--- config.mk ---
export PLATFORM = sky130hd
export DESIGN_NAME = cw_issue_sequencer_flat
export DESIGN_NICKNAME = d
export VERILOG_FILES = /design/src/rtl/cw_issue_sequencer_if.sv /design/src/rtl/cw_issue_sequencer.sv /design/src/flat_wrapper.sv
export SDC_FILE = /design/constraint.sdc
export NUM_CORES = 1
export LEC_CHECK = 0
export BUFFER_PORTS_ARGS = -buffer_cell sky130_fd_sc_hd__buf_4
export CAP_MARGIN = 20
export CELL_PAD_IN_SITES_DETAIL_PLACEMENT = 1
export CELL_PAD_IN_SITES_GLOBAL_PLACEMENT = 1
export CORE_UTILIZATION = 47
export DETAILED_ROUTE_END_ITERATION = 8
export GPL_ROUTABILITY_DRIVEN = 0
export PLACE_DENSITY = 0.93
export SKIP_LAST_GASP = 1
export SYNTH_ARGS = -nofsm -noshare
export SYNTH_HDL_FRONTEND = slang
export SYNTH_SLANG_ARGS = --single-unit
--- constraint.sdc ---
create_clock -name clk -period 2.6 [get_ports clk]
set_input_delay 0 -clock clk [delete_from_list [all_inputs] [get_ports clk]]
set_output_delay 0 -clock clk [all_outputs]
set_load 0.1 [all_outputs]
--- src/rtl/cw_issue_sequencer_if.sv ---
// Control-signal port into the datapath control register.
// The sequencer drives cw through the write modport; the datapath reads it through the read modport.
interface Control_signals_if #(
  parameter int CW_W = 16
);
  logic [CW_W-1:0] cw;

  modport write (output cw);
  modport read  (input  cw);
endinterface

--- src/rtl/cw_issue_sequencer.sv ---
// Issue sequencer: buffers up to two decoded control words and issues at most one per cycle.
// It inserts NOP cycles after multi-cycle words, while hold is high, and after a flush.
//
// Handshake: a word transfers on the rising edge where dec_valid & dec_ready are both high.
// dec_ready is a function of registered occupancy plus flush/reset only, so it never depends on
// dec_valid. Once issued, a word appears on ctrl.cw for exactly one cycle, qualified by issue_valid.
module cw_issue_sequencer #(
  parameter int LAT_W = 4,
  parameter int CW_W  = 16
) (
  input  logic             clk,
  input  logic             reset,
  input  logic             dec_valid,
  output logic             dec_ready,
  input  logic [CW_W-1:0]  dec_cw,
  input  logic [LAT_W-1:0] dec_lat,
  input  logic             hold,
  input  logic             flush,
  Control_signals_if.write ctrl,
  output logic             issue_valid,
  output logic             busy,
  output logic             dbg_wait
);

  typedef enum logic {IDLE = 1'b0, WAIT = 1'b1} state_e;

  state_e           state_q, state_d;
  logic [1:0]       count_q, count_d;
  logic             rd_ptr_q, rd_ptr_d;
  logic             wr_ptr_q, wr_ptr_d;
  logic [CW_W-1:0]  buf_cw_q  [2];
  logic [LAT_W-1:0] buf_lat_q [2];
  logic [LAT_W-1:0] wait_q, wait_d;
  logic [CW_W-1:0]  cw_q, cw_d;
  logic             iv_q, iv_d;
  logic             push, pop;

  assign dec_ready   = (count_q != 2'd2) & ~flush & ~reset;
  assign push        = dec_valid & dec_ready;
  assign busy        = (count_q != 2'd0) | (state_q == WAIT);
  assign issue_valid = iv_q;
  assign ctrl.cw     = cw_q;
  assign dbg_wait    = (state_q == WAIT);

  always_comb begin
    state_d  = state_q;
    wait_d   = wait_q;
    cw_d     = '0;
    iv_d     = 1'b0;
    pop      = 1'b0;
    count_d  = count_q;
    rd_ptr_d = rd_ptr_q;
    wr_ptr_d = wr_ptr_q;

    if (state_q == IDLE) begin
      if (count_q != 2'd0 && !hold) begin
        pop  = 1'b1;
        cw_d = buf_cw_q[rd_ptr_q];
        iv_d = 1'b1;
        if (buf_lat_q[rd_ptr_q] != '0) begin
          wait_d  = buf_lat_q[rd_ptr_q];
          state_d = WAIT;
        end
      end
    end else begin
      // The wait counter runs down regardless of hold.
      if (wait_q <= LAT_W'(1)) begin
        wait_d  = '0;
        state_d = IDLE;
      end else begin
        wait_d = wait_q - LAT_W'(1);
      end
    end

    if (flush) begin
      state_d = IDLE;
      wait_d  = '0;
      cw_d    = '0;
      iv_d    = 1'b0;
      pop     = 1'b0;
    end

    rd_ptr_d = rd_ptr_q ^ pop;
    wr_ptr_d = wr_ptr_q ^ push;
    case ({push, pop})
      2'b10:   count_d = count_q + 2'd1;
      2'b01:   count_d = count_q - 2'd1;
      default: count_d = count_q;
    endcase

    if (flush) begin
      count_d  = 2'd0;
      rd_ptr_d = 1'b0;
      wr_ptr_d = 1'b0;
    end
  end

  always_ff @(posedge clk) begin
    if (reset) begin
      state_q  <= IDLE;
      wait_q   <= '0;
      cw_q     <= '0;
      iv_q     <= 1'b0;
      count_q  <= 2'd0;
      rd_ptr_q <= 1'b0;
      wr_ptr_q <= 1'b0;
    end else begin
      state_q  <= state_d;
      wait_q   <= wait_d;
      cw_q     <= cw_d;
      iv_q     <= iv_d;
      count_q  <= count_d;
      rd_ptr_q <= rd_ptr_d;
      wr_ptr_q <= wr_ptr_d;
    end
  end

  // Buffer storage needs no reset; count_q alone qualifies its contents.
  always_ff @(posedge clk) begin
    if (push) begin
      buf_cw_q[wr_ptr_q]  <= dec_cw;
      buf_lat_q[wr_ptr_q] <= dec_lat;
    end
  end

endmodule

--- src/flat_wrapper.sv ---
// flat-port wrapper written by rule: the top's interface ports become plain ports
module cw_issue_sequencer_flat 
#(
  parameter int LAT_W = 4,
  parameter int CW_W  = 16
)
  (clk, reset, dec_valid, dec_ready, dec_cw, dec_lat, hold, flush, issue_valid, busy, dbg_wait, ctrl_cw);
  Control_signals_if #(.CW_W(CW_W)) ctrl_i ();
  input  logic clk;
  input  logic reset;
  input  logic dec_valid;
  output logic dec_ready;
  input  logic [CW_W-1:0] dec_cw;
  input  logic [LAT_W-1:0] dec_lat;
  input  logic hold;
  input  logic flush;
  output logic issue_valid;
  output logic busy;
  output logic dbg_wait;
  output wire logic [$bits(ctrl_i.cw)-1:0] ctrl_cw;
  assign ctrl_cw = ctrl_i.cw;
  cw_issue_sequencer #(.LAT_W(LAT_W), .CW_W(CW_W)) u_core (.clk(clk), .reset(reset), .dec_valid(dec_valid), .dec_ready(dec_ready), .dec_cw(dec_cw), .dec_lat(dec_lat), .hold(hold), .flush(flush), .ctrl(ctrl_i), .issue_valid(issue_valid), .busy(busy), .dbg_wait(dbg_wait));
endmodule
# After elaboration in Yosys (flattened, before gate mapping)
# Memory sizes are Yosys's and may differ from the RTL's. A register that Yosys moved wholly into a read port is not among the register bits.
# Cells that the tools add are included.
# word_totals
reg_bits	10
ram_bits	40
in_bits	25
word_cells	49
n_memories	2
# op_classes
n_addsub	3
magnitude_cmp	1
eq_ne	3
n_mux	15
n_bitwise	9
n_reduce_logical	10
# mem_list
name	words	width	read_ports	rd_clocked_by_memory_dff	wr	line	text
u_core.buf_cw_q	2	16	1	1	1	cw_issue_sequencer.sv:31	logic [CW_W-1:0] buf_cw_q [2];
u_core.buf_lat_q	2	4	1	1	1	cw_issue_sequencer.sv:32	logic [LAT_W-1:0] buf_lat_q [2];
# ops
cell	n
4-bit two-way mux	4
1-bit two-way mux	10
2-bit nonzero test	4
4-bit by 1-bit less-or-equal comparator with 1-bit output (second input constant)	1
2-bit one-hot mux with 2 select lines	1
4-bit nonzero test	1
4-bit OR reduction	1
4-bit by 1-bit subtractor with 4-bit output (second input constant)	1
1-bit bitwise AND	3
1-bit NOT	3
2-bit by 1-bit adder with 2-bit output (second input constant)	1
2-bit by 1-bit == test with 1-bit output (second input constant)	1
2-bit == test (second input constant)	1
2-bit inequality test (second input constant)	1
2-bit AND reduction	1
2-bit OR reduction	1
2-bit by 1-bit subtractor with 2-bit output (second input constant)	1
1-bit XOR	2
1-bit logical AND	1
1-bit zero test	1
1-bit bitwise OR	1

# Depth between registers and ports, before layout
# Gate-level depths: netlist of the first run.
# logic_depth
ltp_word	7
ltp_mapped	8
ltp_nobuf	7

# Least setup slack after synthesis of the first run
# Ideal clock, no wire load.
# synth_path
path_type	reg-to-reg
startpoint	reg u_core.count_q[0]
endpoint	mem u_core.buf_cw_q[1][0], enable pin
arrival_time_ns	2.829
t_required_ns	2.222
path_slack_ns	-0.607
stages_incl_launch_ff	6
n_path_buf	0
period_less_slack_ns	3.207
cell_sequence	dfxtp_1 inv_1 a21oi_1 nand2_1 inv_1 ha_1
# synth_between
elab_chain_cells	6
# synth_rtl
element	line	text
start: declaration	cw_issue_sequencer.sv:28	logic [1:0] count_q, count_d;
start signal: assignment	cw_issue_sequencer.sv:112	count_q <= count_d;
2-bit inequality test	cw_issue_sequencer.sv:38	assign dec_ready = (count_q != 2'd2) & ~flush & ~reset;
1-bit bitwise AND (2 in series)	cw_issue_sequencer.sv:38	
net dec_ready	flat_wrapper.sv:12	output logic dec_ready;
1-bit bitwise AND	cw_issue_sequencer.sv:39	assign push = dec_valid & dec_ready;
1-bit two-way mux	cw_issue_sequencer.sv:120	if (push) begin
1-bit two-way mux (not written as such)	cw_issue_sequencer.sv:121	buf_cw_q[wr_ptr_q] <= dec_cw;
end: declaration	cw_issue_sequencer.sv:31	
# The timed path passes the listed nets, and every way through them passes these cells.

==> summary.txt, run 1 <==
Route
  – Total wire length: 5900 um
  – Via count: 1616
  – DR iter-0 viols: between 60 and 70
  – DRC: 0
  – DRT met1 WL: ~2500 um
  – Top Metal Used: met4
  – Routed Antenna Nets: 0
  – Wire length on met3: 234 um
  – Metal2 WL: between 3000 and 4000 um
  – Avg WL per Cell: 18.79 um
  – Routed vias/inst: 5.146
  – Pre-Repair DR Iteration Count: 4

Yosys
  – Post-synth EDFFs: 40
  – Mapped Nets: 200
  – Area share of the largest cell type after synthesis: about half
  – Main synth FF type: edfxtp_1
  – Warnings from Yosys: 0
  – Syn Inst Count: 170
  – Post-synth ARST share: 0%
  – Synth top cells by count: 40 x edfxtp_1, 26 x dfxtp_1, 24 x nor2_1
  – Post-Syn Area: roughly 0.0024 mm^2
  – Synthesized flop and latch total: 66
  – Synth area leaders: edfxtp_1 49%, dfxtp_1 21%, mux2i_1 9.0%
  – Top-count cell post-synth: edfxtp_1
  – Seq/Total Area, Yosys: 70.64%
  – Cell accounting for the most synthesized area: edfxtp_1
  – Netlist cell types: 33
  – Syn Area/Cell: about 14 um^2

Power
  – Leakage: 1.221 nW
  – Power Total: about 2.1 mW
  – Max IR drop VDD: slightly below 0.6 mV
  – Pwr dens: approximately 650 mW/mm^2

Worst setup path
  – Critical Path, Cell by Cell: nand2b_1, or4_1, a21oi_2, mux2_2
  – Peak fanout along the critical path: 7
  – Slowest stage delay, CP: 0.56 ns
  – Worst Path Required: between 2 and 3 ns
  – Critical path type: reg2reg
  – Worst setup EP type: flip-flop
  – Crit path DAT: about 2.1 ns
  – CP startpoint kind: flip-flop
  – Critical-path top delay cell: dfxtp_1

Layout
  – Antenna fix cells: 0
  – Area Growth Syn to Fin: 32.03%
  – Fillers: 443
  – Share of layout cells above drive strength 1: 26.32%
  – Final nets: 272

Global route
  – First-pass GRT wire length: 9032 um
  – Antenna violations before repair: 0
  – Vias in the first global route: 1668
  – Largest net degree at the start of global routing: 21
  – Overall Global Routing Usage: 24.08%
  – Total grt overflow: 0

Clock network
  – Clk Latency, worst-skew pair: between 0.3 and 0.4 ns
  – CTS tree: done
  – # H-tree levels: 3
  – Clock Tree Root: clkbuf_8
  – Post-CTS Setup Bufs: 0
  – Clk pin slew, worst setup/hold paths: ~0.07 ns
  – Number of CTS-inserted buffers: 9
  – Max clock buf depth: 2
  – Clock sink total: 66

Floorplan
  – Die ar.: 0.005477 mm^2
  – Die span in x: between 70 and 80 um
  – I/O pin count: 45
  – Core area: between 0.004 and 0.005 mm^2
  – Row count: 25
  – Die H: between 70 and 80 um
  – Initial Util: about 50%

Timing
  – Setup violations, final: 0
  – Slew Limit Fails: 0
  – RSZ-0062 raised after global routing: no
  – FMAX: between 500 and 600 MHz
  – Clock skew: slightly above 0.009 ns
  – Final TNS setup: 0 ns
  – Slew headroom: around 52%
  – Period utilization: between 70 and 80%
  – Minimum clock period: 1.852 ns
  – Final hold violations: 0
  – Worst-Margin Slew: between 0.7 and 0.8 ns

Job
  – Max cap viols: 0

Worst hold path
  – Tightest Hold Check Type: in2reg

Place
  – I/O Buffers: between 40 and 50
  – Post-DP HPWL: approximately 3200 um

Status
  – Status: completed
==> what timing repair did <==
action | CTS | global route
gates resized for setup | 0 | 0
hold buffers | 20 | 0
endpoints found under the hold margin | 40 | 0
==> layout make-up <==
cell class	count	area, um^2	area share, %
multi-input cells	89	633.1	19.67
well taps	67	83.83	2.605
flip-flops and latches	66	1722	53.50
clock buffers	13	148.9	4.627
inverters	8	30.03	0.9331
repair buffers	68	560.5	17.42
clock inverters	3	40.04	1.244
==> metrics by stage <==
| step | cell area [um^2] | hold WS [ns] | instances | worst slack, ns | utilization (%) |
|---|---|---|---|---|---|
| after floorplan | 2441 | 0.09887 | 170 | 0.01268 | - |
| after global placement | 2829 | 0.1854 | 278 | 0.8427 | 58.35 |
| after detailed placement | 2829 | 0.1877 | 278 | 0.7496 | 58.35 |
| after CTS | 3218 | 0.03249 | 314 | 0.7769 | 66.37 |
| after global routing | 3218 | 0.06183 | 314 | 0.6546 | 66.37 |
| final | 3218 | 0.03109 | 314 | 0.7484 | 66.37 |
==> critical path: cells and delay by family, from the launching register on <==
kind            cells  cell delay (ns)
flops               1             0.56
simple gates        2             0.55
mux                 1             0.37
compound gates      1             0.26
==> power by group <==
part / switching, mW / internal [mW] / leakage [nW]
clock network: 0.391 / 0.468 / 0.0974
logic: 0.0590 / 0.0572 / 0.551
registers: 0.00636 / 1.12 / 0.573
total: 0.456 / 1.65 / 1.22
==> per-layer routing <==
layer | GRT usage (%) | vias to the layer above
met4 | 13.25 | 0
met1 | 29.52 | 798
met2 | 39.70 | 47
met3 | 5.420 | 12
li1 | - | 759
met5 | 0 | -
==> state kept, by name (all words and copies together), names as in the netlist <==
name	count
u_core.wait_q	4
u_core.dbg_wait	1
u_core.buf_lat_q	8
u_core.count_q	2
u_core.ctrl.cw	16
u_core.buf_cw_q	32
u_core.wr_ptr_q	1
u_core.issue_valid	1
u_core.rd_ptr_q	1
==> final timing paths <==
check / start / endpoint / slack (ns) / cells past startpoint
min: reset / u_core.wait_q[1] / 0.03 / 4
min reg2reg: u_core.buf_cw_q[0][9] / u_core.ctrl.cw[9] / 0.49 / 2
max reg2reg: u_core.rd_ptr_q / u_core.wait_q[3] / 0.75 / 4
max: u_core.rd_ptr_q / u_core.wait_q[3] / 0.75 / 4
==> placed cells by master (no fill, tap or decap), drive strengths merged <==
| master | synthesis | layout |
|---|---|---|
| a211oi | 3 | 3 |
| dlygate4sd3 | 0 | 20 |
| nand2 | 4 | 4 |
| and2 | 1 | 1 |
| nand2b | 1 | 1 |
| nand3 | 1 | 1 |
| dfxtp | 26 | 26 |
| mux2 | 1 | 1 |
| nor2 | 24 | 24 |
| o32ai | 2 | 2 |
| o311a | 1 | 1 |
| a2111oi | 1 | 1 |
| ha | 5 | 5 |
| nor4 | 2 | 2 |
| nor2b | 2 | 2 |
| xor2 | 1 | 1 |
| nor3 | 4 | 4 |
| o31a | 1 | 1 |
| o21ai | 2 | 2 |
| buf | 6 | 48 |
| or3 | 1 | 1 |
| clkbuf | 1 | 13 |
| inv | 8 | 8 |
| clkinv | 0 | 2 |
| edfxtp | 40 | 40 |
| mux2i | 22 | 22 |
| or2 | 1 | 1 |
| or4 | 2 | 2 |
| xnor2 | 2 | 2 |
| a21oi | 3 | 3 |
| a31o | 2 | 2 |
| bufinv | 0 | 1 |
==> kinds of logic after synthesis <==
kind of cell	Yosys count	share of synthesized area (%)
buf+inv	15	3.542
simple gates	43	8.008
xor+xnor	3	1.078
fa+ha+maj	5	2.567
flops	66	70.64
mux	23	9.497
compound gates	15	4.672
Power figures use the tool's default switching activity.
==> inputs of run 2 (changes only) <==
--- a/config.mk
+++ b/config.mk
@@ -9,10 +9,10 @@
 export CAP_MARGIN = 20
 export CELL_PAD_IN_SITES_DETAIL_PLACEMENT = 1
 export CELL_PAD_IN_SITES_GLOBAL_PLACEMENT = 1
-export CORE_UTILIZATION = 47
+export CORE_UTILIZATION = 40
 export DETAILED_ROUTE_END_ITERATION = 8
 export GPL_ROUTABILITY_DRIVEN = 0
-export PLACE_DENSITY = 0.93
+export PLACE_DENSITY = 0.85
 export SKIP_LAST_GASP = 1
 export SYNTH_ARGS = -nofsm -noshare
 export SYNTH_HDL_FRONTEND = slang
==> constraint.sdc (replaced) <==
create_clock -name clk -period 1.65 [get_ports clk]
set_input_delay 0 -clock clk [delete_from_list [all_inputs] [get_ports clk]]
set_output_delay 0 -clock clk [all_outputs]
set_load 0.1 [all_outputs]
==> run 2 against run 1 <==
Net effect: via count decreased by 1.2%; core utilization decreased by 8.2 points; sequential share of layout area decreased by 2.8 points; global-route usage decreased by 6.0 points; die area increased by 17%; cell count increased by 3.8%; worst hold slack improved by 0.043 ns; maximum frequency increased by 14%; largest cell class unchanged; largest power group unchanged.
==> summary.txt, run 2 (synthesis gave the netlist of run 1 again) <==
Worst hold path
  – Hold path start: hold
  – Hold Crit Depth: 4
  – Hold Path Sink: u_core.rd_ptr_q
  – Tightest Hold Check Type: in2reg

Floorplan
  – I/O pin count: 45
  – Initial Util: about 41%
  – Row count: 28
  – Die span in x: approximately 80 um
  – Die ar.: 0.006410 mm^2
  – Die H: ~80 um
  – Core area: slightly below 0.006 mm^2

Place
  – Post-DP Area: around 0.0029 mm^2
  – I/O Buffers: between 40 and 50
  – Post-DP HPWL: approximately 3400 um

Route
  – Total wire length: 5339 um
  – Avg WL per Cell: 16.38 um
  – DRC: 0
  – Routed Antenna Nets: 0
  – DR iter-0 viols: a little under 80
  – Pre-Repair DR Iteration Count: 5
  – Routed vias/inst: ~5
  – Via count: around 1.6k

Global route
  – Total grt overflow: 0
  – First-pass GRT wire length: approximately 8000 um
  – Antenna violations before repair: 0
  – Overall Global Routing Usage: 18.10%
  – Vias in the first global route: 1706
  – Largest net degree at the start of global routing: 21

Worst setup path
  – Worst reg2reg path startpoint: u_core.buf_lat_q[1][1]
  – Worst Path Required: ~1.9 ns
  – Peak fanout along the critical path: 2
  – Crit path DAT: around 1.9 ns
  – Reg2reg setup slack: 0.03 ns
  – Critical Path, Cell by Cell: nand2b_4, or4_4, a21oi_2, mux2_2
  – Critical path type: reg2reg
  – Critical path origin: u_core.buf_lat_q[1][1]
  – CP startpoint kind: flip-flop
  – R2R cell count: 4
  – Worst setup EP type: flip-flop
  – Critical-path top delay cell: or4_4
  – Worst path top cell family by delay: simple AND/OR/NAND/NOR gates
  – Slowest stage delay, CP: ~0.43 ns
  – Crit path buf inv count: 0
  – Crit Reg-Reg Endpoint: u_core.wait_q[3]

Layout
  – Finished Core Util: 58.18%
  – Fillers: 580
  – Most flop-heavy register: u_core.buf_cw_q
  – Antenna fix cells: 0
  – Area Growth Syn to Fin: 40.50%
  – Commonest non-fill, non-tap cell in the layout: buf_4
  – Final Cell Area: between 0.003 and 0.004 mm^2
  – Number of flip-flops in the largest register: 32
  – Share of layout cells above drive strength 1: a little over a third
  – Final nets: approximately 280
  – Commonest non-fill, non-tap cells in the layout: 51 x buf_4, 40 x edfxtp_1, 22 x nor2_1, 21 x mux2i_1, 21 x dfxtp_1

Timing
  – Final hold violations: 0
  – Worst-Margin Slew: 0.3897 ns
  – Minimum clock period: 1.623 ns
  – Slew Limit Fails: 0
  – Period utilization: 98.36%
  – Slew headroom: approximately 74%
  – FMAX: ~600 MHz
  – Setup violations, final: 0
  – Clock skew: approximately 0.0074 ns
  – Worst hold margin: approximately 0.074 ns

Clock network
  – Clk Latency, worst-skew pair: ~0.34 ns
  – # H-tree levels: 3
  – CTS tree: done
  – Max clock buf depth: 2
  – Clock Tree Root: clkbuf_8
  – Clk pin slew, worst setup/hold paths: around 0.070 ns
  – Number of CTS-inserted buffers: 9
  – Clock sink total: between 60 and 70
  – Post-CTS Setup Bufs: 0

Power
  – Leakage: 1.267 nW
  – Max IR drop VDD: between 0.5 and 0.6 mV
  – Pwr dens: a little over 1000 mW/mm^2

Job
  – Max cap viols: 0

Status
  – Status: completed
-- run 2: worst max path at each step --
stage	end	slack (ns)	cells past startpoint
global placement	u_core.wait_q[3]	0.1	4
finish	u_core.wait_q[3]	0.03	4
floorplan	u_core.count_q[1]	-0.29	6
global route	u_core.count_q[1]	-0.002	5
CTS	u_core.wait_q[1]	-0.02	5
detailed placement	u_core.wait_q[3]	-0.04	6
-- run 2: stage by stage --
stage / cells / TNS [ns] / power [mW] / setup slack, ns
floorplan: 170 / -10.57 / 1.888 / -0.2914
global placement: 290 / 0 / 1.957 / 0.09826
detailed placement: 290 / -0.06196 / 1.965 / -0.04383
CTS: 326 / -0.02131 / 3.526 / -0.01611
global route: 326 / -0.004533 / 3.613 / -0.001949
finish: 326 / 0 / 3.497 / 0.02701
-- run 2: repair_timing --
action | 4_1_cts | 5_1_grt
pin swaps | 2 | 3
hold buffers | 20 | 0
gates resized for setup | 4 | 13
endpoints found under the setup margin | 2 | 5
hold endpoints to repair | 40 | 0
-- run 2: cell type report --
type                            instances  area (um^2)  share of cell area [%]
Timing Repair Buffer                   72        594.3                   17.35
Sequential cell                        66         1735                   50.68
Clock inverter                          6        90.09                   2.631
Multi-Input combinational cell         89        743.2                   21.70
Clock buffer                           10        137.6                   4.019
Inverter                                8        30.03                  0.8769
Tap cell                               75        93.84                   2.740
-- run 2: metal layers --
metal,vias to the layer above,track usage (%),wire length [um]
li1,761,-,-
met1,778,19.37,2170
met2,45,31.03,2841
met3,12,4.318,173
met4,0,13.21,154
met5,-,0,0
-- run 2: power breakdown --
group	internal, mW	switching [mW]	total (mW)
clock network	0.894	0.635	1.53
logic	0.0992	0.0970	0.196
registers	1.76	0.00890	1.77
-- run 2: worst reg2reg max path: stages, from the launching register on --
cell	delay, ns
edfxtp_1	0.42
nand2b_4	0.16
or4_4	0.43
a21oi_2	0.16
mux2_2	0.35
